<file path="config.mk">
export PLATFORM = sky130hd
export DESIGN_NAME = fht_stream_ctrl
export DESIGN_NICKNAME = d
export VERILOG_FILES = /design/src/rtl/fht_stream_ctrl.sv
export SDC_FILE = /design/constraint.sdc
export NUM_CORES = 1
export LEC_CHECK = 0
export CORE_MARGIN = 2
export CORE_UTILIZATION = 40
export DETAILED_ROUTE_END_ITERATION = 10
export HOLD_SLACK_MARGIN = 0.03
export PLACE_DENSITY = 0.67
export SLEW_MARGIN = 0
export SYNTH_ARGS = -nofsm -noshare
export SYNTH_HDL_FRONTEND = slang
export SYNTH_SLANG_ARGS = --single-unit
</file>
<file path="constraint.sdc">
create_clock -name iCLK -period 7.08 [get_ports iCLK]
set_clock_uncertainty 0.05 [all_clocks]
set_input_delay 0.708 -clock iCLK [delete_from_list [all_inputs] [get_ports iCLK]]
set_output_delay 0.708 -clock iCLK [all_outputs]
set_load 0.005 [all_outputs]
</file>
<file path="src/rtl/fht_stream_ctrl.sv">
// Frame sequencer for fht_top: loads one frame of ADC samples round-robin
// into the four FHT banks, kicks the transform, waits for completion and
// streams the result out in natural order (undoing bit-reversed addressing).
module fht_stream_ctrl #(
    parameter int D_BIT  = 16,
    parameter int A_BIT  = 8,
    parameter int RD_LAT = 2
) (
    input  logic             iCLK,
    input  logic             iRESET,
    input  logic             iGO,
    input  logic             iADC_VALID,
    input  logic [D_BIT-2:0] iADC_DATA,
    output logic             oADC_READY,
    output logic [3:0]       oFHT_WE,
    output logic [D_BIT-1:0] oFHT_DATA,
    output logic [A_BIT-1:0] oFHT_ADDR_WR,
    output logic             oFHT_START,
    input  logic             iFHT_RDY,
    output logic [A_BIT-1:0] oFHT_ADDR_RD,
    input  logic [D_BIT-1:0] iFHT_DATA_0,
    input  logic [D_BIT-1:0] iFHT_DATA_1,
    input  logic [D_BIT-1:0] iFHT_DATA_2,
    input  logic [D_BIT-1:0] iFHT_DATA_3,
    output logic             oOUT_VALID,
    output logic [D_BIT-1:0] oOUT_DATA,
    output logic             oOUT_LAST,
    input  logic             iOUT_READY,
    output logic             oBUSY,
    output logic             oDONE
);

    typedef enum logic [2:0] {
        S_IDLE      = 3'd0,
        S_LOAD      = 3'd1,
        S_START     = 3'd2,
        S_WAIT_LOW  = 3'd3,
        S_WAIT_HIGH = 3'd4,
        S_FETCH     = 3'd5,
        S_EMIT      = 3'd6
    } state_e;

    // Reverse the bit order of a bank address.
    function automatic logic [A_BIT-1:0] bitrev(input logic [A_BIT-1:0] v);
        logic [A_BIT-1:0] res;
        res = {A_BIT{1'b0}};
        for (int i = 0; i < A_BIT; i++) begin
            res[i] = v[A_BIT-1-i];
        end
        return res;
    endfunction

    state_e           state_q, state_d;
    logic [A_BIT+1:0] k_q, k_d;
    logic [A_BIT-1:0] r_q, r_d;
    logic [1:0]       lat_q, lat_d;
    logic [1:0]       b_q, b_d;
    logic [D_BIT-1:0] hold_q [4];
    logic [D_BIT-1:0] hold_d [4];
    logic [3:0]       we_q, we_d;
    logic [D_BIT-1:0] wdata_q, wdata_d;
    logic [A_BIT-1:0] waddr_q, waddr_d;
    logic             start_q, start_d;
    logic [A_BIT-1:0] raddr_q, raddr_d;
    logic             ovalid_q, ovalid_d;
    logic [D_BIT-1:0] odata_q, odata_d;
    logic             olast_q, olast_d;
    logic             done_q, done_d;
    logic             ready_q, ready_d;
    logic             busy_q, busy_d;
    logic [A_BIT-1:0] r_next_s;

    assign r_next_s = r_q + A_BIT'(1);

    // Next-state and next-output computation for the frame sequencer.
    always_comb begin
        state_d  = state_q;
        k_d      = k_q;
        r_d      = r_q;
        lat_d    = lat_q;
        b_d      = b_q;
        hold_d   = hold_q;
        we_d     = 4'b0000;
        wdata_d  = wdata_q;
        waddr_d  = waddr_q;
        start_d  = 1'b0;
        raddr_d  = raddr_q;
        ovalid_d = ovalid_q;
        odata_d  = odata_q;
        olast_d  = olast_q;
        done_d   = 1'b0;

        case (state_q)
            S_IDLE: begin
                if (iGO) begin
                    state_d = S_LOAD;
                    k_d     = {(A_BIT+2){1'b0}};
                end else begin
                    state_d = S_IDLE;
                end
            end
            S_LOAD: begin
                if (ready_q && iADC_VALID) begin
                    we_d    = 4'b0001 << k_q[1:0];
                    waddr_d = k_q[A_BIT+1:2];
                    wdata_d = {iADC_DATA[D_BIT-2], iADC_DATA};
                    k_d     = k_q + (A_BIT+2)'(1);
                    if (k_q == {(A_BIT+2){1'b1}}) begin
                        state_d = S_START;
                    end else begin
                        state_d = S_LOAD;
                    end
                end else begin
                    state_d = S_LOAD;
                end
            end
            // The pulse is registered, so it appears one cycle after the
            // last write strobe rather than on top of it.
            S_START: begin
                start_d = 1'b1;
                state_d = S_WAIT_LOW;
            end
            S_WAIT_LOW: begin
                if (!iFHT_RDY) begin
                    state_d = S_WAIT_HIGH;
                end else begin
                    state_d = S_WAIT_LOW;
                end
            end
            S_WAIT_HIGH: begin
                if (iFHT_RDY) begin
                    state_d = S_FETCH;
                    r_d     = {A_BIT{1'b0}};
                    raddr_d = bitrev({A_BIT{1'b0}});
                    lat_d   = 2'd0;
                end else begin
                    state_d = S_WAIT_HIGH;
                end
            end
            S_FETCH: begin
                if (lat_q == 2'(RD_LAT)) begin
                    hold_d[0] = iFHT_DATA_0;
                    hold_d[1] = iFHT_DATA_1;
                    hold_d[2] = iFHT_DATA_2;
                    hold_d[3] = iFHT_DATA_3;
                    b_d       = 2'd0;
                    ovalid_d  = 1'b1;
                    odata_d   = iFHT_DATA_0;
                    olast_d   = 1'b0;
                    state_d   = S_EMIT;
                end else begin
                    lat_d = lat_q + 2'd1;
                end
            end
            S_EMIT: begin
                if (ovalid_q && iOUT_READY) begin
                    if (b_q == 2'd3) begin
                        ovalid_d = 1'b0;
                        olast_d  = 1'b0;
                        if (r_q == {A_BIT{1'b1}}) begin
                            done_d  = 1'b1;
                            state_d = S_IDLE;
                        end else begin
                            r_d     = r_next_s;
                            raddr_d = bitrev(r_next_s);
                            lat_d   = 2'd0;
                            state_d = S_FETCH;
                        end
                    end else begin
                        b_d     = b_q + 2'd1;
                        odata_d = hold_q[b_q + 2'd1];
                        olast_d = (b_q == 2'd2) && (r_q == {A_BIT{1'b1}});
                    end
                end else begin
                    state_d = S_EMIT;
                end
            end
            default: begin
                state_d = S_IDLE;
            end
        endcase

        ready_d = (state_d == S_LOAD);
        busy_d  = (state_d != S_IDLE);
    end

    // State, counter and output registers; reset aborts any frame at once.
    always_ff @(posedge iCLK) begin
        if (iRESET) begin
            state_q  <= S_IDLE;
            k_q      <= {(A_BIT+2){1'b0}};
            r_q      <= {A_BIT{1'b0}};
            lat_q    <= 2'd0;
            b_q      <= 2'd0;
            for (int i = 0; i < 4; i++) begin
                hold_q[i] <= {D_BIT{1'b0}};
            end
            we_q     <= 4'b0000;
            wdata_q  <= {D_BIT{1'b0}};
            waddr_q  <= {A_BIT{1'b0}};
            start_q  <= 1'b0;
            raddr_q  <= {A_BIT{1'b0}};
            ovalid_q <= 1'b0;
            odata_q  <= {D_BIT{1'b0}};
            olast_q  <= 1'b0;
            done_q   <= 1'b0;
            ready_q  <= 1'b0;
            busy_q   <= 1'b0;
        end else begin
            state_q  <= state_d;
            k_q      <= k_d;
            r_q      <= r_d;
            lat_q    <= lat_d;
            b_q      <= b_d;
            hold_q   <= hold_d;
            we_q     <= we_d;
            wdata_q  <= wdata_d;
            waddr_q  <= waddr_d;
            start_q  <= start_d;
            raddr_q  <= raddr_d;
            ovalid_q <= ovalid_d;
            odata_q  <= odata_d;
            olast_q  <= olast_d;
            done_q   <= done_d;
            ready_q  <= ready_d;
            busy_q   <= busy_d;
        end
    end

    assign oADC_READY   = ready_q;
    assign oFHT_WE      = we_q;
    assign oFHT_DATA    = wdata_q;
    assign oFHT_ADDR_WR = waddr_q;
    assign oFHT_START   = start_q;
    assign oFHT_ADDR_RD = raddr_q;
    assign oOUT_VALID   = ovalid_q;
    assign oOUT_DATA    = odata_q;
    assign oOUT_LAST    = olast_q;
    assign oBUSY        = busy_q;
    assign oDONE        = done_q;

endmodule

</file>
==> After elaboration in Yosys (flattened, before gate mapping) <==
Index checks and enable logic that the tools add are counted.
{ "op_classes": {"add_sub_neg": 4, "shifts": 1, "n_eq_ne": 21, "muxes": 49, "order_cmp": 1, "bitwise": 6, "reduce_logical": 19} }
{ "op_table": {"columns": ["cell", "count"], "rows": [
  ["16-bit two-way mux", 5],
  ["8-bit two-way mux", 7],
  ["16-bit binary-select mux with 2-bit select", 1],
  ["16-bit case mux with 2 select lines", 1],
  ["8-bit case mux with 2 select lines", 2],
  ["3-bit case mux with 7 select lines", 1],
  ["10-bit two-way mux", 2],
  ["10-bit case mux with 2 select lines", 1],
  ["2-bit two-way mux", 9],
  ["3-bit two-way mux", 6],
  ["2-bit inequality test, second input constant", 9],
  ["10-bit by 1-bit adder with 10-bit output, second input constant", 1],
  ["10-bit equality test, second input constant", 1],
  ["1-bit two-way mux", 10],
  ["3-bit equality test, second input constant", 3],
  ["8-bit by 1-bit adder with 8-bit output, second input constant", 1],
  ["8-bit equality test, second input constant", 1],
  ["4-bit AND reduction", 2],
  ["2-bit equality test, second input constant", 3],
  ["3-bit by 1-bit equality test with 1-bit output, second input constant", 2],
  ["3-bit by 2-bit equality test with 1-bit output, second input constant", 2],
  ["2-bit case mux with 3 select lines", 1],
  ["3-bit AND reduction", 2],
  ["6-bit AND reduction", 1],
  ["other kinds (15)", 27]
]} }
{ "word_totals": {"out_inout_bits": 58, "ff_bits": 146, "elab_cells": 121, "inputBits": 85} }

==> Depth between registers and ports, before layout <==
{ "logic_depth": {"word_depth": 8, "depth_mapped": 9, "ltp_nobuf": 6} }

==> Least setup slack after synthesis <==
Ideal clock, no wire load.
{ "synth_timing": {"kind": "reg2reg", "startpoint": "register b_q[0]", "endpoint": "register odata_q[10], in the netlist oOUT_DATA[10]", "period_less_slack_ns": 2.246, "n_path_buf": 4, "path_slack_ns": 4.834, "stages_incl_launch_ff": 10, "required_time_ns": 6.891, "arrival_ns": 2.057, "cell_sequence": "dfxtp_1 buf_4 buf_4 inv_1 ha_1 buf_2 buf_1 mux4_2 nand2_1 a311oi_2"} }
{ "synth_between": {"elab_chain_len": 8} }
{ "synth_rtl": {"columns": ["item", "line", "source"], "rows": [
  ["start, declared", "57", "logic [1:0] b_q, b_d;"],
  ["start signal, assigned", "194", "b_q <= 2'd0;"],
  ["start signal, assigned", "214", "b_q <= b_d;"],
  ["2-bit by 1-bit adder with 2-bit output", "171", "odata_d = hold_q[b_q + 2'd1];"],
  ["2-bit NOT with 3-bit output (implied by the code)", "171", null],
  ["16-bit binary-select mux with 2-bit select", "171", null],
  ["16-bit two-way mux (implied by the code) (2 in series)", "171", null],
  ["16-bit two-way mux", "157", "if (b_q == 2'd3) begin"],
  ["16-bit two-way mux", "156", "if (ovalid_q && iOUT_READY) begin"],
  ["16-bit case mux with 2 select lines", "93", "case (state_q)"],
  ["end signal, assigned", "204", "odata_q <= {D_BIT{1'b0}};"],
  ["end signal, assigned", "222", "odata_q <= odata_d;"],
  ["end, declared", "66", "logic [D_BIT-1:0] odata_q, odata_d;"]
]} }
Parallel ways exist; a longest one is shown, timed or not. The select of a mux whose other input is x is not followed.
A chain may end at the register's enable or synchronous reset.

==> Worst setup path in the final report <==
{ "layout_timing": {"startpoint": "register state_q[0]", "endpoint": "register odata_q[10], in the netlist oOUT_DATA[10]"} }
{ "layout_between": {"elab_chain_len": 3} }
{ "layout_rtl": {"columns": ["item", "line", "source"], "rows": [
  ["start, declared", "53", "state_e state_q, state_d;"],
  ["start signal, assigned", "210", "state_q <= state_d;"],
  ["3-bit equality test", "93", null],
  ["2-bit inequality test (no line) or 2-bit nonzero test (tied branches)", null, null],
  ["4-bit AND reduction (no line)", null, null]
]} }
Parallel ways exist; a longest one is shown, timed or not.

==> results.cfg <==
[hold_path]
worstHoldPathType = reg2reg

[clock_tree]
clkTransAtPathRegs_ns = 0.06
clk_path_buf_depth = 2
cts.sinks = 138
tritoncts = built
cts-root-buf = clkbuf_16
cts_hold_buf = 0
postCtsSetupBuffers = 0
cts-resized-gates = 0
clk_latency_ns = 0.42
cts_max_level = 4
numCtsBuffers = 17

[synth]
ys_seq_elements = 138
synth_top_area_share_pct = 45.54
synth_edf_count = 0
syn_nets = 790
ys_async_sr_fraction_pct = 0
ys_types = 66
syn_area_um2 = 6067
syn_avg_cell_area_um2 = 8.667
synthTopCellsByArea = dfxtp_1 46%, nand2_1 14%, a21oi_1 8.2%
yosysTopAreaCell = dfxtp_1
yosys_warnings = 0
synth_cells = 700
ys_seq_area_share_pct = 45.54
synth-main-ff-cell = dfxtp_1

[floorplanning]
initial_core_util_pct = 40.36
fp-row-count = 45
die-area_um2 = 16170
ios = 143
die_w_um = 127.2
fp.dieH_um = 127.2
core_region_area_um2 = 15030

[grt]
grt_use_met1_pct = 25.28
antenna_found_initial = 0
overflow = 0
grt_usage_pct = 19.10
grt.busiest_layer = met2
grt_max_degree = 89
use_met3_pct = 4.146
first_global_vias = 5207
grt_pass1_wl_um = 25230
use_met2_pct = 31.06

[sta]
drv_slew = 0
finalCriticalPeriod_ns = 2.935
final_hold_viol_count = 0
tns_ns = 0
worst_slew_pin_slew_ns = 1.120
fmax_mhz = 340.8
min_period_over_period_pct = 41.45
max_slew_margin_pct = 25.32
setup_viol = 0
rsz0062_at_grt = false

[run_status]
status = finished clean

[power]
p_per_area_nw_per_um2 = 212.2
ir_drop_uv = 172.2
leakage_nw = 2.671

[critical_path]
critPathLaunchType = flop
cp.arrival_ns = 3.21
critPathMaxFanout = 68
crit_chain = nand4b_4 > o31ai_4 > buf_4 > nor2_1 > a311oi_2
slowest_stage = nand4b_4
max_stage_delay_ns = 0.94
cp.required_ns = 7.35
endpoint_kind = flop
critical_path_class = reg2reg

[layout]
layout_commonest_cell = nand2_1
drive_gt1_share_pct = 9.541
design_area_um2 = 8040
antennaDiodeCount = 0
final_nets = 905
area_delta_synth_final_pct = 32.52
layout_common_cells = 222 x nand2_1, 141 x clkdlybuf4s50_1, 138 x dfxtp_1

[routing]
drtPass1Iterations = 5
drtIter0Drc = 357
drt_drc_violations_left = 0
antenna_left = 0
avgViaCountPerCell = 5.277
wl_um = 15270
vias = 5361
post_drt_wl_per_cell_um = 15.02

[placed_design]
placed_area_um2 = 7488
port_buffers = 142
dpl.hpwl_um = 10530
globalplace.congestion = 0.7970

[job]
max_cap_viol_count = 0
cell type report:
type | count | area (µm²)
clock inverters | 13 | 118.9
well taps | 188 | 235.2
clock buffers | 19 | 432.9
repair buffers | 145 | 1441
flip-flops and latches | 138 | 2763
inverters | 9 | 33.78
fillers | 1363 | 6993
multi-input cells | 504 | 3015
worst max-delay path: cells and delay by family, from the launching register on:
family,cells,cell delay (ns)
buffers and inverters,1,0.41
AND/OR/NAND/NOR,2,1.03
AO/OA/AOI/OAI,2,0.50
flip-flops,1,0.84
registers in the layout, indices dropped and copies added (netlist names), 3 cells and up:
signal        count
hold_q           64
k_q              10
oFHT_ADDR_WR      8
oFHT_DATA        15
oFHT_WE           4
oOUT_DATA        16
r_q               7
state_q           3
layer usage:
| metal | wire length [µm] | vias to the layer above |
|---|---|---|
| met3 | 740 | 26 |
| met2 | 7302 | 150 |
| met1 | 6973 | 2519 |
| met5 | 0 | - |
| met4 | 249 | 0 |
| li1 | - | 2666 |
per-stage QoR:
step                utilization (%)  setup WS (ns)  cells  power [mW]  hold WS (ns)
finish                        53.48          4.145   1016       1.706        0.4048
global route                  53.48          3.860   1016       1.764        0.4179
CTS                           53.48          4.151   1016       1.720        0.4055
detailed placement            49.81          4.187    984      0.8916        0.3976
global placement              49.81          4.284    984      0.8899        0.3891
floorplan                         -          4.834    700      0.8323        0.3831
where the power goes:
group	total (mW)	internal, mW	switching [mW]	leakage (nW)
sequential	0.785	0.780	0.00545	1.11
clock	0.832	0.485	0.346	0.261
combinational	0.0896	0.0534	0.0362	1.30
worst paths after layout:
path              startpoint            end  slack (ns)  depth (start not counted)
hold / removal     hold_q[3]      hold_q[3]        0.40                          2
setup reg to reg  state_q[0]  oOUT_DATA[10]        4.15                          5
setup / recovery  state_q[0]  oOUT_DATA[10]        4.15                          5
hold reg to reg    hold_q[3]      hold_q[3]        0.40                          2
cells by family after synthesis:
family | synth area share (%)
AOI/OAI and AO/OA | 17.16
xor gates and xnor gates | 0.5775
adders and majority gates | 1.031
buffers and inverters | 4.784
DFF | 45.54
muxes | 7.259
and+or+nand+nor | 23.65
cells in the mapped netlist (5+ instances only):
| library cell | n |
|---|---|
| mux4_2 | 16 |
| mux2i_1 | 8 |
| ha_1 | 5 |
| nand3_1 | 9 |
| a311oi_1 | 7 |
| clkbuf_1 | 17 |
| o21ai_0 | 7 |
| nor3_1 | 5 |
| a311oi_2 | 9 |
| nand2_1 | 222 |
| nand2b_1 | 6 |
| buf_4 | 7 |
| and3_1 | 5 |
| a21oi_1 | 99 |
| nor2_1 | 29 |
| dfxtp_1 | 138 |
| inv_1 | 8 |
| or3_1 | 6 |
| buf_2 | 19 |
Power figures use the tool's default switching activity.
